## config.mk

```make
export PLATFORM = sky130hd
export DESIGN_NAME = systolic_ctrl
export DESIGN_NICKNAME = d
export VERILOG_FILES = /design/src/rtl/systolic_ctrl_pkg.sv /design/src/rtl/systolic_ctrl_skew_sel.sv /design/src/rtl/systolic_ctrl.sv
export SDC_FILE = /design/constraint.sdc
export NUM_CORES = 1
export LEC_CHECK = 0
export ABC_CLOCK_PERIOD_IN_PS = 7000
export CORE_UTILIZATION = 45
export CTS_CLUSTER_SIZE = 14
export DETAILED_ROUTE_END_ITERATION = 12
export PLACE_DENSITY_LB_ADDON = 0.08
export SLEW_MARGIN = 15
export SYNTH_ARGS = -nofsm -noshare
export SYNTH_HDL_FRONTEND = slang
export SYNTH_HIERARCHICAL = 1
export SYNTH_SLANG_ARGS = --single-unit
```

## constraint.sdc

```tcl
create_clock -name clk -period 7 [get_ports clk]
set_input_delay 0.7 -clock clk [delete_from_list [all_inputs] [get_ports clk]]
set_output_delay 0.7 -clock clk [all_outputs]
set_load 0.02 [all_outputs]
```

## src/rtl/systolic_ctrl_pkg.sv

```systemverilog
// Shared definitions for the systolic array sequencer: FSM state encodings and buffer selects.
package systolic_ctrl_pkg;

    localparam logic [2:0] ST_IDLE  = 3'd0;
    localparam logic [2:0] ST_CLEAR = 3'd1;
    localparam logic [2:0] ST_FEED  = 3'd2;
    localparam logic [2:0] ST_DRAIN = 3'd3;
    localparam logic [2:0] ST_DONE  = 3'd4;

    localparam logic SEL_A = 1'b0;
    localparam logic SEL_B = 1'b1;

endpackage

```

## src/rtl/systolic_ctrl_skew_sel.sv

```systemverilog
// Combinational diagonal-skew selector: picks one element per lane of a flattened KxK matrix for feed step t.
module skew_sel
    import systolic_ctrl_pkg::*;
#(
    parameter int K         = 3,
    parameter int DW        = 8,
    parameter int T_W       = 3,
    parameter bit TRANSPOSE = 1'b0
) (
    input  logic [K*K*DW-1:0] mat,
    input  logic [T_W-1:0]    t,
    output logic [K*DW-1:0]   lanes
);

    // Lane i carries element (i, t-i) row-wise, or (t-i, i) when transposed for column feeds.
    always_comb begin
        int d;
        int idx;
        // NOTE: every output and temporary gets a default before the loop so no latch is inferred.
        lanes = '0;
        d     = 0;
        idx   = 0;
        for (int i = 0; i < K; i++) begin
            d = int'(t) - i;
            if (d >= 0 && d < K) begin
                idx = TRANSPOSE ? (d * K + i) : (i * K + d);
                lanes[i*DW +: DW] = mat[idx*DW +: DW];
            end
        end
    end

endmodule

```

## src/rtl/systolic_ctrl.sv

```systemverilog
// Sequencer for a KxK pe array: buffers A/B, streams them with diagonal skew, clears and drains.
// Optional busy-cycle counter port cyc_cnt is built when SYS_CTRL_CYC_CNT_EN is defined.
module systolic_ctrl
    import systolic_ctrl_pkg::*;
#(
    parameter int K      = 3,
    parameter int DW     = 8,
    parameter int PE_LAT = 1
) (
    input  logic            clk,
    input  logic            reset,
    input  logic            wr_en,
    input  logic            wr_sel,
    input  logic [5:0]      wr_addr,
    input  logic [DW-1:0]   wr_data,
    input  logic            start,
    output logic            busy,
    output logic            done,
    output logic            wr_err,
    output logic            pe_clr,
    output logic            feed_vld,
    output logic [K*DW-1:0] a_edge,
    output logic [K*DW-1:0] b_edge
`ifdef SYS_CTRL_CYC_CNT_EN
    ,
    output logic [15:0]     cyc_cnt
`endif
);

    localparam int N       = K * K;
    localparam int AW      = (N > 1) ? $clog2(N) : 1;
    localparam int T_W     = $clog2(2 * K - 1);
    localparam int T_LAST  = 2 * K - 2;
    localparam int DR_W    = $clog2(K * PE_LAT + 1);
    localparam int DR_LAST = (K - 1) * PE_LAT;

    logic [2:0]      state, state_next;
    logic [T_W-1:0]  t_cnt, t_next;
    logic [DR_W-1:0] dr_cnt, dr_next;

    logic [DW-1:0]   a_mem [N];
    logic [DW-1:0]   b_mem [N];
    logic [N*DW-1:0] a_flat, b_flat;
    logic [K*DW-1:0] a_skew, b_skew;

    logic wr_bad, wr_ok;

    assign wr_bad = wr_en && (state != ST_IDLE || int'(wr_addr) >= N);
    assign wr_ok  = wr_en && !wr_bad;

    always_comb begin
        a_flat = '0;
        b_flat = '0;
        for (int n = 0; n < N; n++) begin
            a_flat[n*DW +: DW] = a_mem[n];
            b_flat[n*DW +: DW] = b_mem[n];
        end
    end

    always_comb begin
        state_next = state;
        t_next     = t_cnt;
        dr_next    = dr_cnt;
        case (state)
            ST_IDLE:  if (start) state_next = ST_CLEAR;
            ST_CLEAR: begin
                state_next = ST_FEED;
                t_next     = '0;
            end
            ST_FEED: begin
                if (t_cnt == T_W'(T_LAST)) begin
                    state_next = ST_DRAIN;
                    dr_next    = '0;
                end else begin
                    t_next = t_cnt + T_W'(1);
                end
            end
            ST_DRAIN: begin
                if (dr_cnt == DR_W'(DR_LAST)) state_next = ST_DONE;
                else                          dr_next    = dr_cnt + DR_W'(1);
            end
            ST_DONE:  state_next = ST_IDLE;
            default:  state_next = ST_IDLE;
        endcase
    end

    // The skew is looked up with the next step so the edge registers present step t during that cycle.
    skew_sel #(.K(K), .DW(DW), .T_W(T_W), .TRANSPOSE(1'b0)) u_skew_a (
        .mat   (a_flat),
        .t     (t_next),
        .lanes (a_skew)
    );

    skew_sel #(.K(K), .DW(DW), .T_W(T_W), .TRANSPOSE(1'b1)) u_skew_b (
        .mat   (b_flat),
        .t     (t_next),
        .lanes (b_skew)
    );

    // NOTE: sequential state uses non-blocking assignments so every flop samples pre-edge values.
    always_ff @(posedge clk or posedge reset) begin
        if (reset) begin
            state    <= ST_IDLE;
            t_cnt    <= '0;
            dr_cnt   <= '0;
            busy     <= 1'b0;
            done     <= 1'b0;
            wr_err   <= 1'b0;
            pe_clr   <= 1'b0;
            feed_vld <= 1'b0;
            a_edge   <= '0;
            b_edge   <= '0;
        end else begin
            state    <= state_next;
            t_cnt    <= t_next;
            dr_cnt   <= dr_next;
            busy     <= (state_next != ST_IDLE);
            done     <= (state_next == ST_DONE);
            wr_err   <= wr_bad;
            pe_clr   <= (state_next == ST_CLEAR);
            feed_vld <= (state_next == ST_FEED);
            a_edge   <= (state_next == ST_FEED) ? a_skew : '0;
            b_edge   <= (state_next == ST_FEED) ? b_skew : '0;
        end
    end

    // NOTE: the operand buffers are flop arrays with a reset, so a run straight after reset streams zeros.
    always_ff @(posedge clk or posedge reset) begin
        if (reset) begin
            for (int n = 0; n < N; n++) begin
                a_mem[n] <= '0;
                b_mem[n] <= '0;
            end
        end else if (wr_ok) begin
            if (wr_sel == SEL_A) a_mem[wr_addr[AW-1:0]] <= wr_data;
            if (wr_sel == SEL_B) b_mem[wr_addr[AW-1:0]] <= wr_data;
        end
    end

`ifdef SYS_CTRL_CYC_CNT_EN
    always_ff @(posedge clk or posedge reset) begin
        if (reset) begin
            cyc_cnt <= '0;
        end else if (state == ST_IDLE && start) begin
            cyc_cnt <= '0;
        end else if (state != ST_IDLE && cyc_cnt != 16'hFFFF) begin
            cyc_cnt <= cyc_cnt + 16'd1;
        end
    end
`endif

endmodule

```

# ---- Yosys cells after proc, flatten, opt, wreduce, memory -nomap -nowiden
# Cells that the tools add are included.
dict set report op_classes {
  n_lt_le_gt_ge 9
  reduce_logical 15
  add_sub_neg 8
  multipliers 3
  eq_ne 10
  muxes 21
  shift 6
  bitwise 2
}
# op n
set ops {}
lappend ops {{$shiftx 72x32->8} 4}
lappend ops {{$bwmux 72} 2}
lappend ops {{$shiftx 72x7->8} 1}
lappend ops {{$shiftx 72x9->8} 1}
lappend ops {{$mux 8} 7}
lappend ops {{$mux 24} 2}
lappend ops {{$demux 8 s4} 1}
lappend ops {{$add 29x2->29 const B} 1}
lappend ops {{$add 29x3->29 const B} 1}
lappend ops {{$mul 4x3->7 const B} 2}
lappend ops {{$mux 3} 4}
lappend ops {{$pmux 3 s4} 1}
lappend ops {{$eq 3x2->1 const B} 3}
lappend ops {{$ge 4x1->1 const B} 2}
lappend ops {{$lt 4x3->1 const B} 2}
lappend ops {{$eq 3x1->1 const B} 2}
lappend ops {{$eq 3x3->1 const B} 2}
lappend ops {{$ge 6x4->1 const B} 1}
lappend ops {{$logic_and 1x1->1} 6}
lappend ops {{$pmux 3 s2} 1}
lappend ops {{$reduce_bool 3->1} 2}
lappend ops {{$add 3x4->5 const A} 1}
lappend ops {{$add 4x4->5 const A} 1}
lappend ops {{$ge 5x5->1 const B} 1}
lappend ops {{other kinds (20)} 23}
dict set report totals {
  input_bits 19
  ff_bits 205
  out_inout_bits 53
  elab_cells 102
}

# ---- Logic depth before layout (Yosys ltp)
dict set report logic_depth {
  depth_word 9
  depth_mapped 20
  depth_no_buf 17
}

# ---- Modules after synthesis
# The synthesis kept the hierarchy.
# mod n_inst area_per_inst_um2 seq_area_each_um2 cells_per_inst
set modules_own_cells {}
lappend modules_own_cells {systolic_ctrl 1 8105.3 5129.9 508}
lappend modules_own_cells {{skew_sel (u_skew_b)} 1 2019.4 0.0 210}
lappend modules_own_cells {{skew_sel (u_skew_a)} 1 1579.0 0.0 183}

# ---- Worst setup path after synthesis
# OpenSTA, ideal clock, no wires.
dict set report synth_path {
  path_type {register to register}
  start {register t_cnt[0]}
  end {register b_edge[14]}
  setup_time_ns 0.105
  stages_incl_launch_ff 21
  t_required_ns 6.895
  synth_period_minus_slack_ns 4.532
  path_slack_ns 2.468
  arrival_ns 4.427
  path_buffers 3
  path_cell_list {dfrtp_1 > inv_1 > ha_1 > nor3b_1 > a21oi_1 > o22ai_1 > buf_6 > buf_12 > inv_1 > ha_1 > buf_6 > xor2_1 > ha_1 > inv_1 > fa_1 > inv_2 > nor4_4 > and2_1 > nand4_1 > o31ai_1 > nor4b_1}
}
dict set report synth_via {
  elab_chain_cells 9
  elab_cells_between_ends 16
  cone_classes {3 x add/sub; 1 x mul; 2 x order compare; 2 x eq/ne; 1 x shift; 6 x mux; 1 x reduce/logical}
}
# element line_no
set synth_rtl {}
lappend synth_rtl {{start: declaration} systolic_ctrl.sv:38} ;# logic [T_W-1:0] t_cnt, t_next;
lappend synth_rtl {{start signal: assignment} systolic_ctrl.sv:115} ;# t_cnt <= t_next;
lappend synth_rtl {{$add 3x1->3 / $eq 3x3->1 (equally long branches)} {systolic_ctrl.sv:75, systolic_ctrl.sv:71}}
lappend synth_rtl {{$mux 3 (*)} systolic_ctrl.sv:71} ;# if (t_cnt == T_W'(T_LAST)) begin
lappend synth_rtl {{$pmux 3 s2 (*)} systolic_ctrl.sv:64} ;# case (state)
lappend synth_rtl {{via t_next[1]} systolic_ctrl.sv:38}
lappend synth_rtl {{$sub 3x1->4 (*)} systolic_ctrl_skew_sel.sv:24} ;# d = int'(t) - i;
lappend synth_rtl {{$mul 4x3->7} n/a}
lappend synth_rtl {{$add 29x2->29} n/a}
lappend synth_rtl {{$shiftx 72x32->8} systolic_ctrl_skew_sel.sv:27} ;# lanes[i*DW +: DW] = mat[idx*DW +: DW];
lappend synth_rtl {{$mux 8 (*)} systolic_ctrl_skew_sel.sv:25} ;# if (d >= 0 && d < K) begin
lappend synth_rtl {{via b_skew[14]} systolic_ctrl.sv:44} ;# logic [K*DW-1:0] a_skew, b_skew;
lappend synth_rtl {{$mux 24 (*)} systolic_ctrl.sv:123} ;# b_edge <= (state_next == ST_FEED) ? b_skew : '0;
lappend synth_rtl {{end signal: assignment} systolic_ctrl.sv:123}
lappend synth_rtl {{end: declaration} systolic_ctrl.sv:23} ;# output logic [K*DW-1:0] b_edge
# The timed path passes the listed nets; every way through them passes the cells marked *.
# A chain may end at the register's enable or synchronous reset.

# ---- Worst setup path in the final report
dict set report layout_path {
  start {register t_cnt[0]}
  end {register b_edge[14]}
}
dict set report layout_via {
  elab_chain_cells 9
  elab_cells_between_ends 16
  cone_classes {3 x add/sub; 1 x mul; 2 x order compare; 2 x eq/ne; 1 x shift; 6 x mux; 1 x reduce/logical}
}
# element line_no
set layout_rtl {}
lappend layout_rtl {{$add 3x1->3 / $eq 3x3->1 (equally long branches)} {systolic_ctrl.sv:75, systolic_ctrl.sv:71}}
lappend layout_rtl {{$mux 3} systolic_ctrl.sv:71}
lappend layout_rtl {{$pmux 3 s2 (*)} systolic_ctrl.sv:64}
lappend layout_rtl {{via t_next[0]} systolic_ctrl.sv:38}
lappend layout_rtl {{$sub 3x1->4 (*)} systolic_ctrl_skew_sel.sv:24}
lappend layout_rtl {{$mul 4x3->7} n/a}
lappend layout_rtl {{$add 29x2->29} n/a}
lappend layout_rtl {{$shiftx 72x32->8} systolic_ctrl_skew_sel.sv:27}
lappend layout_rtl {{$mux 8 (*)} systolic_ctrl_skew_sel.sv:25}
lappend layout_rtl {{via b_skew[14]} systolic_ctrl.sv:44}
lappend layout_rtl {{$mux 24 (*)} systolic_ctrl.sv:123}
# Marks and branches as above.

==> results.ini <==
[route]
avgViaCountPerCell = 6.00
wl_met3_mm = 1.88
drtIter0Drc = 714
first_pass_iters = 7
dr.max_layer_used = met4
vias = 7782
wirelength_mm = 29.9
met2_length_mm = 12.9
detail-route-antenna-nets = 0
drc = 0
met1_length_mm = 14.7
wl_per_cell_um = 23.0

[worst_setup_path]
reg2regPathDepth = 17
reg2reg_to = b_edge[14]
arrival_ps = 4920
cp-end-kind = flop
crit_path_start_kind = flop
required_ps = 7410
worst-path-max-fanout = 10
r2r_slack_ps = 2490
r2r-start = t_cnt[0]
slowest_stage = fa_1
critPathMaxStageDelay_ps = 530
path_class = flop to flop
worstPathCellList = inv_1, ha_1, a21o_1, a21oi_1, o22ai_4, inv_1, ha_1, xor2_1, ha_1, inv_1, fa_1, inv_2, nor4_4, and2_1, nand4_1, o31ai_1, nor4b_1

[worst_hold_path]
hold_start = a_flat[6]
holdCritPathClass = flop to flop
whs_path_depth = 1
whs_endpoint = a_flat[6]

[cells_and_area]
antennaDiodeCount = 0
layout.cells.most_common_list = dfrtp_1 (205), mux2_2 (159), clkdlybuf4s50_1 (71), nor4b_1 (48), mux4_2 (48)
fin_nets = 994
drive_gt1_frac = 0.319
layout.cells.most_common = dfrtp_1
nFillCells = 2188
area_delta_synth_final_pct = 15.2

[die]
top_level_ports = 72
chipHeight_um = 163
start_util = 0.462
die_w_um = 163
dieArea_um2 = 26700
coreArea_um2 = 25300
row_count = 58

[clock_tree]
htreeDepth = 1
clock-sinks = 205
clkSlewWorstSetupHoldPaths_ps = 60
cts-resized-gates = 0
cts_setup_buffers = 0
clock_latency_ps = 520
hold_buffers = 0
clock-root-buffer = clkbuf_16
clk_path_buf_depth = 3
numCtsBuffers = 24
cts_tree = built

[sta]
drv_slew = 0
slew-limit-headroom = 0.166
finalSetupViolCount = 0
fin_tns_setup_ps = 0
skew_ps = 8.67
period_share = 0.645
tightestPinTransition_ps = 1230
postLayoutSetupSlackWorst_ps = 2490
max_freq_mhz = 222
rsz0062_at_grt = no
hold_viol = 0
fin_crit_ps = 4510

[grt]
grt_overflow_total = 0
grt_max_degree = 130
grt_pass1_vias = 7664
track_usage = 0.233
grt_pass1_wl_mm = 46.9
grt_antenna_before_repair = 0

[yosys]
synthCells = 901
ys_types = 72
netlist_top_cells_area = dfrtp_1 (44%), mux2_2 (15%), mux4_2 (9.2%), nor4b_1 (3.6%), mux2i_1 (3.0%)
syn_avg_cell_area_um2 = 13.0
syn_nets = 946
synth-edff-count = 0
synthesis.area_um2 = 11700
ys_ff_latch = 205
synthFlopType = dfrtp_1
seq_area_frac_synth = 0.438
yosysWarnings = 6
yosysTopAreaCellShare = 0.438
async_reset_ff_frac = 1.00
yosysTopAreaCell = dfrtp_1

[job]
timing.max_cap.violations = 0

[placed_design]
pre_cts_ws_ps = 2520
io_buffers = 71
gp_congestion = 0.843
dp_hpwl_mm = 19.9

[status]
status = finished clean

[how the worst max path moves through the flow]
stage | endpoint | cells past startpoint | startpoint
floorplan | a_edge[0] | 1 | reset
global placement | b_edge[8] | 15 | state[1]
detailed placement | b_edge[14] | 17 | t_cnt[0]
CTS | b_edge[14] | 17 | t_cnt[0]
global route | b_edge[14] | 15 | t_cnt[0]
finish | b_edge[14] | 17 | t_cnt[0]
[flip-flops by register name (all words and copies together), names as in the netlist]
name and cells:
a_edge 24, b_flat 72, dr_cnt 2, busy 1, pe_clr 1, state 3, wr_err 1, done 1
feed_vld 1, b_edge 24, a_flat 72, t_cnt 3
[cell families after synthesis]
| family | count (synthesis) | synth area share |
|---|---|---|
| xor gates and xnor gates | 11 | 0.0118 |
| muxes | 248 | 0.285 |
| adders and majority gates | 26 | 0.0284 |
| DFF | 205 | 0.438 |
| buffers and inverters | 86 | 0.0411 |
| AOI/OAI and AO/OA | 101 | 0.0575 |
| and+or+nand+nor | 224 | 0.138 |
[final cells by class]
type,instances,area [um^2],share of cell area
Clock buffer,32,702,0.0521
Inverter,26,105,0.00780
Clock inverter,12,166,0.0123
Timing Repair Buffer,82,806,0.0598
Tap cell,330,413,0.0306
Sequential cell,205,5130,0.381
Multi-Input combinational cell,610,6160,0.457
[worst max-delay path, delay by kind of cell (launching register included)]
family | cells | cell delay (ps)
compound gates | 4 | 630
buf+inv | 4 | 540
fa+ha+maj | 4 | 1640
xor+xnor | 1 | 200
simple gates | 4 | 990
flops | 1 | 390
[Yosys cell counts (all sizes together) (2+ instances only)]
library cell / instances
o22ai: 5
nand3: 10
buf: 34
a21boi: 6
o21ai: 14
dfrtp: 205
a31oi: 7
a21o: 2
mux2i: 35
mux2: 163
nor3: 9
a32oi: 5
nor4b: 50
o31ai: 3
a211oi: 4
xor2: 7
nand3b: 3
ha: 25
and2: 6
or2: 3
nor3b: 4
nor2b: 8
a311oi: 2
nor2: 46
and3: 10
mux4: 50
nor4: 2
nand2: 38
nor4bb: 2
a21oi: 30
inv: 26
o211ai: 7
clkbuf: 26
nand4: 18
xnor2: 3
nand2b: 12
a22oi: 8
[metrics by stage]
step | cell area, um^2 | std cells | util | hold WS, ps
floorplan | 11700 | 901 | - | 475
global placement | 12600 | 1253 | 0.498 | 489
detailed placement | 12600 | 1253 | 0.498 | 491
CTS | 13500 | 1297 | 0.532 | 505
global route | 13500 | 1297 | 0.532 | 517
finish | 13500 | 1297 | 0.532 | 501
[per-layer routing]
layer	GRT usage	up-vias
met1	0.367	4000
li1	-	3496
met2	0.336	257
met4	0.0467	0
met5	0	-
met3	0.0335	29
Power is not shown: default switching activity piles up to over one toggle a cycle in this logic, so the estimate is an artifact.
